$ cat src/rtl/traffic_conflict_monitor.sv
// Receive-side safety checker for the intersection lamp bus. It debounces both heads and
// latches any rule violation as a fault. Define TLM_WATCHDOG_EN to build the stuck-head watchdog.
//   state | meaning
//   IDLE  | flash/off mode, checks disarmed
//   MON   | normal sequence being monitored
//   FAULT | violation latched, waiting for a clean clear
module traffic_conflict_monitor #(
  parameter int PERSIST_CYC = 4,
  parameter int MIN_YEL_CYC = 8,
  parameter int WDOG_CYC    = 1024,
  parameter int CNT_W       = 32
) (
  input  logic       clock,
  input  logic       resetn,
  input  logic       enable,
  input  logic       clear,
  input  logic [4:0] set1,
  input  logic [4:0] set2,
  output logic       fault,
  output logic [4:0] fault_vec,
  output logic       active
);
  typedef enum logic [1:0] {IDLE = 2'd0, MON = 2'd1, FAULT = 2'd2} state_t;

  localparam logic [CNT_W-1:0] CNT_MAX = {CNT_W{1'b1}};
  localparam logic [CNT_W-1:0] PERSIST = CNT_W'(PERSIST_CYC);
  localparam logic [CNT_W-1:0] MIN_YEL = CNT_W'(MIN_YEL_CYC);
  localparam logic [2:0] T_RED = 3'b100;
  localparam logic [2:0] T_YEL = 3'b010;
  localparam logic [2:0] T_GRN = 3'b001;

  state_t state, state_nx;
  logic                  fault_nx;
  logic [4:0]            vec_nx;
  logic [1:0][4:0]       set_h, samp, stab;
  logic [1:0][2:0]       prev_t;
  logic [1:0][CNT_W-1:0] run, yel;
  logic [1:0]            valid, load, go, red_only, lamp_ok, ped_bad, walk, trans_bad;
  logic                  chk_on, chk_wd, idle_entry, fault_clr;
  logic [4:0]            chk;

  function automatic logic [CNT_W-1:0] sat_inc(input logic [CNT_W-1:0] c);
    return (c == CNT_MAX) ? c : c + 1'b1;
  endfunction

  assign set_h[0] = set1;
  assign set_h[1] = set2;

  // Head 1 pedestrians cross head 2 traffic and vice versa.
  always_comb begin
    for (int h = 0; h < 2; h++) begin
      load[h]      = (run[h] == PERSIST);
      go[h]        = stab[h][3] | stab[h][2];
      red_only[h]  = (stab[h][4:2] == T_RED);
      lamp_ok[h]   = (stab[h][4:2] == T_RED) || (stab[h][4:2] == T_YEL) || (stab[h][4:2] == T_GRN);
      ped_bad[h]   = (stab[h][1:0] == 2'b11);
      walk[h]      = stab[h][0];
      trans_bad[h] = red_only[h] &&
                     (((prev_t[h] == T_YEL) && (yel[h] < MIN_YEL)) || (prev_t[h] == T_GRN));
    end
  end

  assign chk_on = (state != IDLE) && valid[0] && valid[1];
  assign chk    = chk_on ? {chk_wd,
                            |trans_bad,
                            (walk[0] & ~red_only[1]) | (walk[1] & ~red_only[0]),
                            (~&lamp_ok) | (|ped_bad),
                            &go}
                         : 5'b00000;

  always_comb begin
    state_nx = state;
    fault_nx = fault;
    vec_nx   = fault_vec;
    case (state)
      IDLE: if (enable) state_nx = MON;
      MON: begin
        if (|chk) begin
          state_nx = FAULT;
          fault_nx = 1'b1;
          vec_nx   = fault_vec | chk;
        end else if (!enable) begin
          state_nx = IDLE;
        end
      end
      FAULT: begin
        vec_nx = fault_vec | chk;
        if (clear && !(|chk)) begin
          state_nx = MON;
          fault_nx = 1'b0;
          vec_nx   = 5'b00000;
        end
      end
      default: state_nx = IDLE;
    endcase
  end

  assign idle_entry = (state == MON) && (state_nx == IDLE);
  assign fault_clr  = (state == FAULT) && (state_nx == MON);

  always_ff @(posedge clock) begin
    if (!resetn) begin
      state     <= IDLE;
      fault     <= 1'b0;
      fault_vec <= 5'b00000;
      active    <= 1'b0;
    end else begin
      state     <= state_nx;
      fault     <= fault_nx;
      fault_vec <= vec_nx;
      active    <= (state == MON) && valid[0] && valid[1];
    end
  end

  always_ff @(posedge clock) begin
    if (!resetn) begin
      samp   <= '0;
      stab   <= '0;
      run    <= '0;
      yel    <= '0;
      prev_t <= '0;
      valid  <= '0;
    end else begin
      for (int h = 0; h < 2; h++) begin
        samp[h] <= set_h[h];
        if (idle_entry) begin
          run[h]    <= '0;
          yel[h]    <= '0;
          prev_t[h] <= 3'b000;
          valid[h]  <= 1'b0;
        end else begin
          run[h] <= (set_h[h] == samp[h]) ? sat_inc(run[h]) : CNT_W'(1);
          if (load[h]) begin
            stab[h]  <= samp[h];
            valid[h] <= 1'b1;
          end
          // A cleared history cannot fake a yellow/green to red transition.
          prev_t[h] <= valid[h] ? stab[h][4:2] : 3'b000;
          if (fault_clr || !valid[h] || (stab[h][4:2] != T_YEL)) yel[h] <= '0;
          else yel[h] <= sat_inc(yel[h]);
        end
      end
    end
  end

`ifdef TLM_WATCHDOG_EN
  localparam logic [CNT_W-1:0] WDOG = CNT_W'(WDOG_CYC);
  logic [1:0][CNT_W-1:0] wd;

  always_ff @(posedge clock) begin
    if (!resetn) begin
      wd <= '0;
    end else begin
      for (int h = 0; h < 2; h++) begin
        if (idle_entry || !valid[h] || (load[h] && (samp[h] != stab[h]))) wd[h] <= '0;
        else wd[h] <= sat_inc(wd[h]);
      end
    end
  end

  assign chk_wd = (wd[0] >= WDOG) || (wd[1] >= WDOG);
`else
  logic unused_wdog;
  assign unused_wdog = WDOG_CYC[0];
  assign chk_wd      = 1'b0;
`endif

endmodule

$ cat config.mk
export PLATFORM = sky130hd
export DESIGN_NAME = traffic_conflict_monitor
export DESIGN_NICKNAME = d
export VERILOG_FILES = /design/src/rtl/traffic_conflict_monitor.sv
export SDC_FILE = /design/constraint.sdc
export NUM_CORES = 1
export LEC_CHECK = 0
export CORE_MARGIN = 3
export CORE_UTILIZATION = 69
export CTS_CLUSTER_DIAMETER = 30
export DETAILED_ROUTE_END_ITERATION = 10
export DONT_BUFFER_PORTS = 1
export PLACE_DENSITY = 0.85
export SETUP_SLACK_MARGIN = 0.05
export SLEW_MARGIN = 20
export SYNTH_ARGS = -nofsm -noshare
export SYNTH_HDL_FRONTEND = slang
export SYNTH_SLANG_ARGS = --single-unit
export TNS_END_PERCENT = 30
$ cat constraint.sdc
create_clock -name clock -period 3.92 [get_ports clock]
set_input_delay 0.784 -clock clock [delete_from_list [all_inputs] [get_ports clock]]
set_output_delay 0.784 -clock clock [all_outputs]
set_load 0.1 [all_outputs]
## Word level (Yosys, flattened, before mapping)

Cells that the tools add are included.

- Input port bits: 14
- Register bits: 165
- Word-level logic and storage cells: 129
- Output and inout bits: 7

- Add/subtract/negate cells: 4
- Eq/ne operators: 29
- $lt $le $gt $ge: 2
- Multiplexer cells: 16
- Reduce and logical (&&, ||, !) cells: 45
- Bitwise logic cells: 15

Operators with widths:

| cell | number |
|---|---|
| $add A32 B1 Y32 const B | 4 |
| $eq A32 B32 Y1 const B | 4 |
| $eq A32 B3 Y1 const B | 2 |
| $lt A32 B4 Y1 const B | 2 |
| $reduce_or A3 Y1 | 6 |
| $eq A3 B1 Y1 const B | 4 |
| $eq A3 B2 Y1 const B | 4 |
| $logic_and A1 B1 Y1 | 11 |
| $eq A5 B5 Y1 | 2 |
| $logic_or A1 B1 Y1 | 10 |
| $mux W5 | 2 |
| $pmux W5 S2 | 1 |
| $reduce_and A2 Y1 | 5 |
| $mux W2 | 4 |
| $ne A2 B2 Y1 const B | 4 |
| $not A1 Y1 | 8 |
| $eq A2 B2 Y1 const B | 3 |
| $eq A3 B3 Y1 const B | 2 |
| $mux W1 | 6 |
| $ne A3 B2 Y1 const B | 2 |
| $pmux W2 S3 | 1 |
| $reduce_or A2 Y1 | 3 |
| $or A5 B4 Y5 | 1 |
| $reduce_or A5 Y1 | 1 |
| 9 further kinds | 19 |

## Longest topological paths before layout

Gate-level depths: netlist (run 1).

- Depth after elaboration: 17
- Mapped depth: 9
- Depth with buffers taken out: 7

## Least setup slack after synthesis (run 1)

No wires, ideal clock.

- Path type: reg2reg
- Start: register run[15] (netlist name)
- End: register run[23] (netlist name)
- Required time: 3790 ps
- Setup slack: 1735 ps
- Stages on the path, launching flop included: 9
- Path buffers: 2
- Arrival: 2055 ps
- Library setup time: 130 ps
- Period minus slack after synthesis: 2185 ps
- Path through: dfxtp_1 clkbuf_1 nand3_1 or4_4 nor4_4 buf_2 nor3_1 xnor2_1 nor3_1

- Word-level cells in the longest chain between the ends: 1
- Elaborated cells between the ends (all ways): 2
- Those cells by class: add/sub: 1; eq/ne: 1

Ends and longest elaborated chain:

| item | line | RTL |
|---|---|---|
| start, declared | 37 | `logic [1:0][CNT_W-1:0] run, yel;` |
| start signal, assigned by index | 132 | `run[h] <= (set_h[h] == samp[h]) ? sat_inc(run[h]) : CNT_W'(1);` |
| $add A32 B1 Y32 or $eq A32 B32 Y1 (tied branches) | 43 | `return (c == CNT_MAX) ? c : c + 1'b1;` |

Parallel ways exist; a longest one is shown, timed or not.
A chain may end at the register's enable or synchronous reset.

## Final worst setup path (run 1)

- Start: register stab[9] (netlist name)
- End: register run[43] (netlist name)

- Word-level cells in the longest chain between the ends: 15
- Elaborated cells between the ends (all ways): 23
- Those cells by class: eq/ne: 3; mux: 4; bitwise: 4; reduce/logical: 12

Ends and longest elaborated chain:

| item | line | RTL |
|---|---|---|
| start, declared | 35 | `logic [1:0][4:0] set_h, samp, stab;` |
| start signal, assigned by index | 134 | `stab[h] <= samp[h];` |
| $eq A3 B3 Y1 or $eq A3 B2 Y1 (tied branches) | 54, 55 |  |
| $logic_or A1 B1 Y1 (2 in a row) | 55 | `lamp_ok[h] = (stab[h][4:2] == T_RED) \|\| (stab[h][4:2] == T_YEL) \|\| (stab[h][4:2] == T_GRN);` |
| $reduce_and A2 Y1 | 67 | `(~&lamp_ok) \| (\|ped_bad),` |
| $logic_not A1 Y1 | 67 |  |
| $or A1 B1 Y1 | 67 |  |
| $mux W4 (*) | 64 | `assign chk = chk_on ? {chk_wd,` |
| $reduce_or A5 Y1 (*) | 78, 88 |  |
| $logic_not A1 Y1 | 88 | `if (clear && !(\|chk)) begin` |
| $logic_and A1 B1 Y1 | 88 |  |
| $mux W2 | 88 |  |
| $pmux W2 S3 (*) | 75 | `case (state)` |
| $logic_not A2 Y1 (*) | 98 | `assign idle_entry = (state == MON) && (state_nx == IDLE);` |
| $logic_and A1 B1 Y1 (*) | 98 |  |
| $reduce_or A3 Y1 (no line) (*) | - |  |

Mark *: on every way between the ends. The rest lies on a longest branch, timed or not.

==> results_dict.tcl, run 1 <==
set metrics [dict create \
    outcome "finished clean" \
    tightest_slew_ns 1.05 \
    die_w_um 115 \
    synth_nets 973 \
    critPathMaxFanout 69 \
    fin_nets 953 \
    wire_per_inst_um 16.7 \
    cts_resized 0 \
    drive_gt1_share_pct 7.08 \
    fin_ws_ns 1.06 \
    maxSlewHeadroom_pct 29.1 \
    antenna_cells 0 \
    startpoint_type "flip-flop" \
    layout_commonest_cell "dfxtp_1" \
    clk_latency_ns 0.43 \
    drt-pass1-iter-count 5 \
    place_ws_ns 1.12 \
    place_congestion 0.904 \
    min_period_ns 2.86 \
    cts_setup_buffers 0 \
    grt_pass1_wl_mm 30.9 \
    most-common-layout-cells "dfxtp_1, nor3_1, xnor2_1" \
    peakVddDrop_mv 0.631 \
    synth_cell_type_count 62 \
    synth_fa_ha_area_share_pct 0.923 \
    synth_cells 953 \
    worst-setup-path-type "flip-flop to flip-flop" \
    fin_worst_skew_ns 0.00613 \
    syn_area_sq_um 8130 \
    hold_buffers 0 \
    yosysTopAreaCellShare_pct 40.4 \
    port-buffer-count 0 \
    syn_avg_cell_area_sq_um 8.54 \
    syn_to_final_growth_pct 8.72 \
    tns_ns 0 \
    power.leakage_nw 2.59 \
    maxSlewViolCount 0 \
    synth_compound_area_share_pct 5.81 \
    drt_wl_total_mm 18.1 \
    fmax_mhz 349 \
    final-hold-violation-count 0 \
    crit_arrival_ns 3.13 \
    first_global_vias 6629 \
    numCtsBuffers 17 \
    rsz0062_at_grt "no" \
    hpwl_mm 12.0 \
    htreeDepth 4 \
    grt_remaining_overflow 0 \
    finalCritPeriodShare_pct 73.0 \
    floorplan.rows 39 \
    fillers 787 \
    required_ns 4.19 \
    num_vias 7035 \
    synth_top_family_by_area "simple AND/OR/NAND/NOR gates" \
    cts_tree "done" \
    coreArea_sq_um 11500 \
    vias_per_cell 6.46 \
    synth-edff-count 0 \
    cts_root_buffer "clkbuf_16" \
    path_clk_slew_ns 0.06 \
    cts.sinks 164 \
    synthFlopType "dfxtp_1" \
    grt_use_total_pct 28.7 \
    clock_path_buffers 2 \
    yosysTopAreaCell "dfxtp_1" \
    drtIter0Drc 618 \
    synth-xor-area-share_pct 13.0 \
    antenna_found_initial 0 \
    synthArstFlopShare_pct 0 \
    crit_path_end_kind "flip-flop" \
    ys_seq_area_share_pct 40.4 \
    antenna_left 0 \
    io_pins 21 \
    hold_path_class "input port to flip-flop" \
    drc 0 \
    synth_simple_gate_area_share_pct 34.8 \
    p_per_area_nw_per_um2 405 \
    synthMuxAreaShare_pct 1.60 \
    grt_max_degree 70 \
    finalSetupViolCount 0 \
    synthTopCellsByArea "dfxtp_1, xnor2_1, nor3_1" \
    initial_core_util_pct 70.9 \
    cap_viol_max_count 0 \
    yosys_warnings 0 \
    ys_ff_latch 164 \
    die_h_um 115 \
    dieArea_sq_um 13100 \
]
[synth_stat cells (3+ instances only)]
cell / count
dfxtp_1: 164
nor3_1: 130
xnor2_1: 80
nand2_1: 66
nor2_1: 66
nand3_1: 60
nand4_1: 44
xor2_1: 41
nor4_1: 35
clkbuf_1: 30
and3_1: 23
a21oi_1: 22
and2_1: 18
inv_1: 18
and4_1: 14
buf_2: 14
mux2i_1: 13
o21ai_0: 11
nor4b_1: 8
or3_1: 8
nor3b_1: 7
or4_1: 7
ha_1: 6
or2_2: 6
nor3_2: 5
o221a_2: 5
o31ai_1: 4
nand3b_1: 3
nand4b_1: 3
[cells by family (layout without fill, tap and decap cells)]
logic type / count (synthesis) / after routing
muxes: 13 / 13
other: 1 / 1
and+or+nand+nor: 517 / 517
adders and majority gates: 6 / 6
DFF: 164 / 164
xor gates and xnor gates: 121 / 121
buffers and inverters: 66 / 59
AOI/OAI and AO/OA: 65 / 65
[per-stage QoR]
stage               hold WS [ns]  util [%]  instances  power, mW  area, sq um
global placement           0.448      71.4       1057       1.78         8180
floorplan                  0.434         -        953       1.77         8130
finish                     0.465      77.1       1089       3.58         8840
CTS                        0.468      77.1       1089       3.60         8840
global route               0.459      77.1       1089       3.68         8840
detailed placement         0.458      71.4       1057       1.78         8180
[registers in the layout, indices dropped and copies added (netlist names)]
signal / flops
state: 2
stab: 10
fault_vec: 4
active: 1
yel: 64
prev_t: 6
fault: 1
valid: 2
run: 64
samp: 10
[worst max-delay path, cell delays in order, from the launching register on]
cell	delay (ns)
dfxtp_1	0.43
or3b_1	0.42
a22o_1	0.24
nand2_1	0.11
nand3_1	0.26
o41ai_4	0.39
buf_4	0.66
nor3_1	0.15
[final cells by class]
class | instances | area (sq um) | area share, %
multi-input combinational | 723 | 4590 | 51.9
clock inverter | 12 | 203 | 2.29
tap | 143 | 179 | 2.02
inverter | 18 | 67.6 | 0.764
clock buffer | 20 | 457 | 5.16
sequential | 164 | 3280 | 37.1
timing repair buffer | 9 | 67.6 | 0.764
[report_power, final]
group	switching, mW	internal (mW)
logic	0.0423	0.0193
registers	0.00746	1.67
clock network	0.678	1.16
[routing by layer]
| metal | track usage (%) | share of wire (%) | vias up |
|---|---|---|---|
| met4 | 9.50 | 1.8 | 0 |
| met5 | 0 | 0 | - |
| met2 | 48.0 | 50 | 209 |
| met1 | 36.5 | 43 | 3372 |
| met3 | 6.66 | 5.0 | 38 |
| li1 | - | - | 3416 |
[final timing paths]
| check | startpoint | to | slack, ns | cells after the start |
|---|---|---|---|---|
| hold reg to reg | valid[0]$_SDFFE_PP0P_ | prev_t[1]$_SDFF_PP0_ | 0.46 | 2 |
| setup reg to reg | stab[9]$_SDFFE_PN0P_ | run[43]$_SDFFE_PP0P_ | 1.06 | 7 |
| setup / recovery | stab[9]$_SDFFE_PN0P_ | run[43]$_SDFFE_PP0P_ | 1.06 | 7 |
| hold / removal | resetn | state[0]$_SDFF_PN0_ | 0.46 | 2 |
Note: power is estimated with default switching activity, not from simulation.
==> inputs of run 2 (changes only) <==
--- a/config.mk
+++ b/config.mk
@@ -5,12 +5,13 @@
 export SDC_FILE = /design/constraint.sdc
 export NUM_CORES = 1
 export LEC_CHECK = 0
+export ABC_AREA = 1
 export CORE_MARGIN = 3
-export CORE_UTILIZATION = 69
+export CORE_UTILIZATION = 58
 export CTS_CLUSTER_DIAMETER = 30
 export DETAILED_ROUTE_END_ITERATION = 10
 export DONT_BUFFER_PORTS = 1
-export PLACE_DENSITY = 0.85
+export PLACE_DENSITY = 0.76
 export SETUP_SLACK_MARGIN = 0.05
 export SLEW_MARGIN = 20
 export SYNTH_ARGS = -nofsm -noshare
==> constraint.sdc (replaced) <==
create_clock -name clock -period 2.4 [get_ports clock]
set_input_delay 0.48 -clock clock [delete_from_list [all_inputs] [get_ports clock]]
set_output_delay 0.48 -clock clock [all_outputs]
set_load 0.1 [all_outputs]
==> results_dict.tcl, run 2 <==
set metrics [dict create \
    rr_endpoint "run[44]$_SDFFE_PP0P_" \
    crit_arrival_ns 2.48 \
    port-buffer-count 0 \
    worst-setup-path-type "flip-flop to flip-flop" \
    synth-edff-count 0 \
    crit_start "run[32]$_SDFFE_PP0P_" \
    yosysTopAreaCell "dfxtp_1" \
    fillers 1330 \
    antenna_found_initial 0 \
    finalCritPeriodShare_pct 90.6 \
    antenna_cells 0 \
    num_vias 7883 \
    grtUsageMet1_pct 32.7 \
    r2r_slack_ns 0.23 \
    drc 0 \
    crit_path_end "run[44]$_SDFFE_PP0P_" \
    grt_pass1_wl_mm 32.4 \
    yosys_warnings 0 \
    syn_avg_cell_area_sq_um 6.79 \
    cts.sinks 164 \
    top_usage_layer "met2" \
    startpoint_type "flip-flop" \
    synth_nets 1312 \
    clk_latency_ns 0.42 \
    syn_to_final_growth_pct 9.84 \
    rsz0062_at_grt "yes" \
    most-common-layout-cells "nor2_1, nand2_1, dfxtp_1" \
    synthArstFlopShare_pct 0 \
    initial_core_util_pct 59.9 \
    multi_input_area_sq_um 4850 \
    largestRegisters "run x64, yel x64" \
    cp_cell_sequence "ha_1 -> inv_1 -> nor4_2 -> nand2_1 -> nor2_2 -> nand2_2 -> nor2_1 -> xor2_1 -> nor2_1" \
    place_inst 1471 \
    p_per_area_nw_per_um2 562 \
    min_period_ns 2.17 \
    hold_path_class "input port to flip-flop" \
    tns_ns 0 \
    synthTopCellsByArea "dfxtp_1, nor2_1, nand2_1" \
    outcome "finished clean" \
    fin_nets 1328 \
    drive_gt1_share_pct 6.96 \
    dieArea_sq_um 16600 \
    gr-usage-met2_pct 37.6 \
    yosysTopAreaCellShare_pct 37.4 \
    drt-pass1-iter-count 5 \
    antenna_left 0 \
    critPathMostFrequentCell "nor2_1" \
    ys_seq_area_share_pct 37.4 \
    maxSlewHeadroom_pct 66.4 \
    max_stage_delay_ns 0.44 \
    peakVddDrop_mv 0.563 \
    wire_per_inst_um 12.8 \
    cap_viol_max_count 0 \
    worstHoldPathCells 2 \
    coreArea_sq_um 14600 \
    path_clk_slew_ns 0.07 \
    critical_path_buf_inv_count 1 \
    crit_path_end_kind "flip-flop" \
    grt_max_degree 33 \
    vias_per_cell 5.24 \
    io_pins 21 \
    ff2ff_path_depth 9 \
    hold_buffers 0 \
    fin_worst_skew_ns 0.00908 \
    synth_cells 1292 \
    fmax_mhz 460 \
    grt_use_total_pct 23.5 \
    critPathMaxFanout 5 \
    layout_commonest_cell "nor2_1" \
    synthTopCellsByCount "nor2_1, nand2_1, dfxtp_1" \
    grt_remaining_overflow 0 \
    finalSetupViolCount 0 \
    tightest_slew_ns 0.499 \
    cts_root_buffer "clkbuf_16" \
    hpwl_mm 14.3 \
    cpLargestDelayFamily "simple AND/OR/NAND/NOR gates" \
    fin_cells 1505 \
    clock_path_buffers 2 \
    die_h_um 129 \
    synthFlopType "dfxtp_1" \
    htreeDepth 4 \
    cp_num_cells 9 \
    synth_cell_type_count 41 \
    grt.met3_usage_pct 4.70 \
    ys_ff_latch 164 \
    die_w_um 129 \
    floorplan.rows 44 \
    numCtsBuffers 17 \
    drtIter0Drc 602 \
    syn_area_sq_um 8780 \
    regArea_sq_um 3280 \
    power.leakage_nw 3.63 \
    synth_most_common_cell "nor2_1" \
    required_ns 2.71 \
    place_congestion 0.955 \
    crit-reg2reg-launch "run[32]$_SDFFE_PP0P_" \
    maxSlewViolCount 0 \
    first_global_vias 7084 \
    cp_slowest_cell "nor4_2" \
    final-hold-violation-count 0 \
    drt_wl_total_mm 19.2 \
    cts_tree "done" \
    total_power_mw 5.42 \
]
[run 2: worst min-delay path by stage]
stage,from,slack [ns],to
after CTS,resetn,0.14,samp[7]$_SDFF_PN0_
after global placement,fault_vec[3]$_SDFFE_PN0P_,0.46,fault_vec[3]$_SDFFE_PN0P_
after floorplan,state[1]$_SDFF_PN0_,0.43,active$_SDFF_PN0_
after global routing,resetn,0.14,samp[8]$_SDFF_PN0_
after detailed placement,fault_vec[3]$_SDFFE_PN0P_,0.46,fault_vec[3]$_SDFFE_PN0P_
final,resetn,0.15,samp[7]$_SDFF_PN0_
[run 2: repair_timing]
action | in CTS | in global routing
buffers inserted | 0 | 2
resized for setup | 0 | 2
endpoints found under the setup margin | 0 | 26
hold endpoints to repair | 0 | 0
[run 2: logic make-up after synthesis]
group	Yosys count	synth area share (%)
adder cells (fa/ha/maj)	6	0.855
AO/OA/AOI/OAI	54	3.35
flip-flops	164	37.4
XOR/XNOR	117	11.7
buffers and inverters	168	7.58
AND/OR/NAND/NOR	782	39.1
other	1	0.0427
[run 2: layout make-up]
class,instances,area share (%)
Clock inverter,14,1.32
Sequential cell,164,34.1
Timing Repair Buffer,22,1.84
Clock buffer,18,4.56
Tap cell,184,2.39
Multi-Input combinational cell,960,50.3
Inverter,143,5.57
[run 2: metrics by stage]
| stage | utilization [%] | cell area [sq um] | hold WS, ns | setup slack [ns] |
|---|---|---|---|---|
| 2_1_floorplan | - | 8780 | 0.426 | 0.492 |
| 5_1_grt | 65.8 | 9640 | 0.142 | 0.0365 |
| 3_3_place_gp | 61.8 | 9050 | 0.456 | 0.264 |
| 4_1_cts | 65.7 | 9620 | 0.136 | 0.182 |
| 6_report | 65.8 | 9640 | 0.148 | 0.225 |
| 3_5_place_dp | 61.8 | 9050 | 0.460 | 0.238 |
[run 2: routing by layer]
metal  part of all wire (%)  vias to the layer above
met5                      0                        -
met3                    5.2                       29
met2                     44                      206
met4                    1.2                        0
met1                     49                     3508
li1                       -                     4140
[run 2: power breakdown]
part | leakage [nW] | switching [mW] | internal, mW
sequential | 1.32 | 0.00743 | 2.73
combinational | 2.03 | 0.0513 | 0.0264
clock | 0.275 | 1.14 | 1.47
total | 3.63 | 1.20 | 4.23
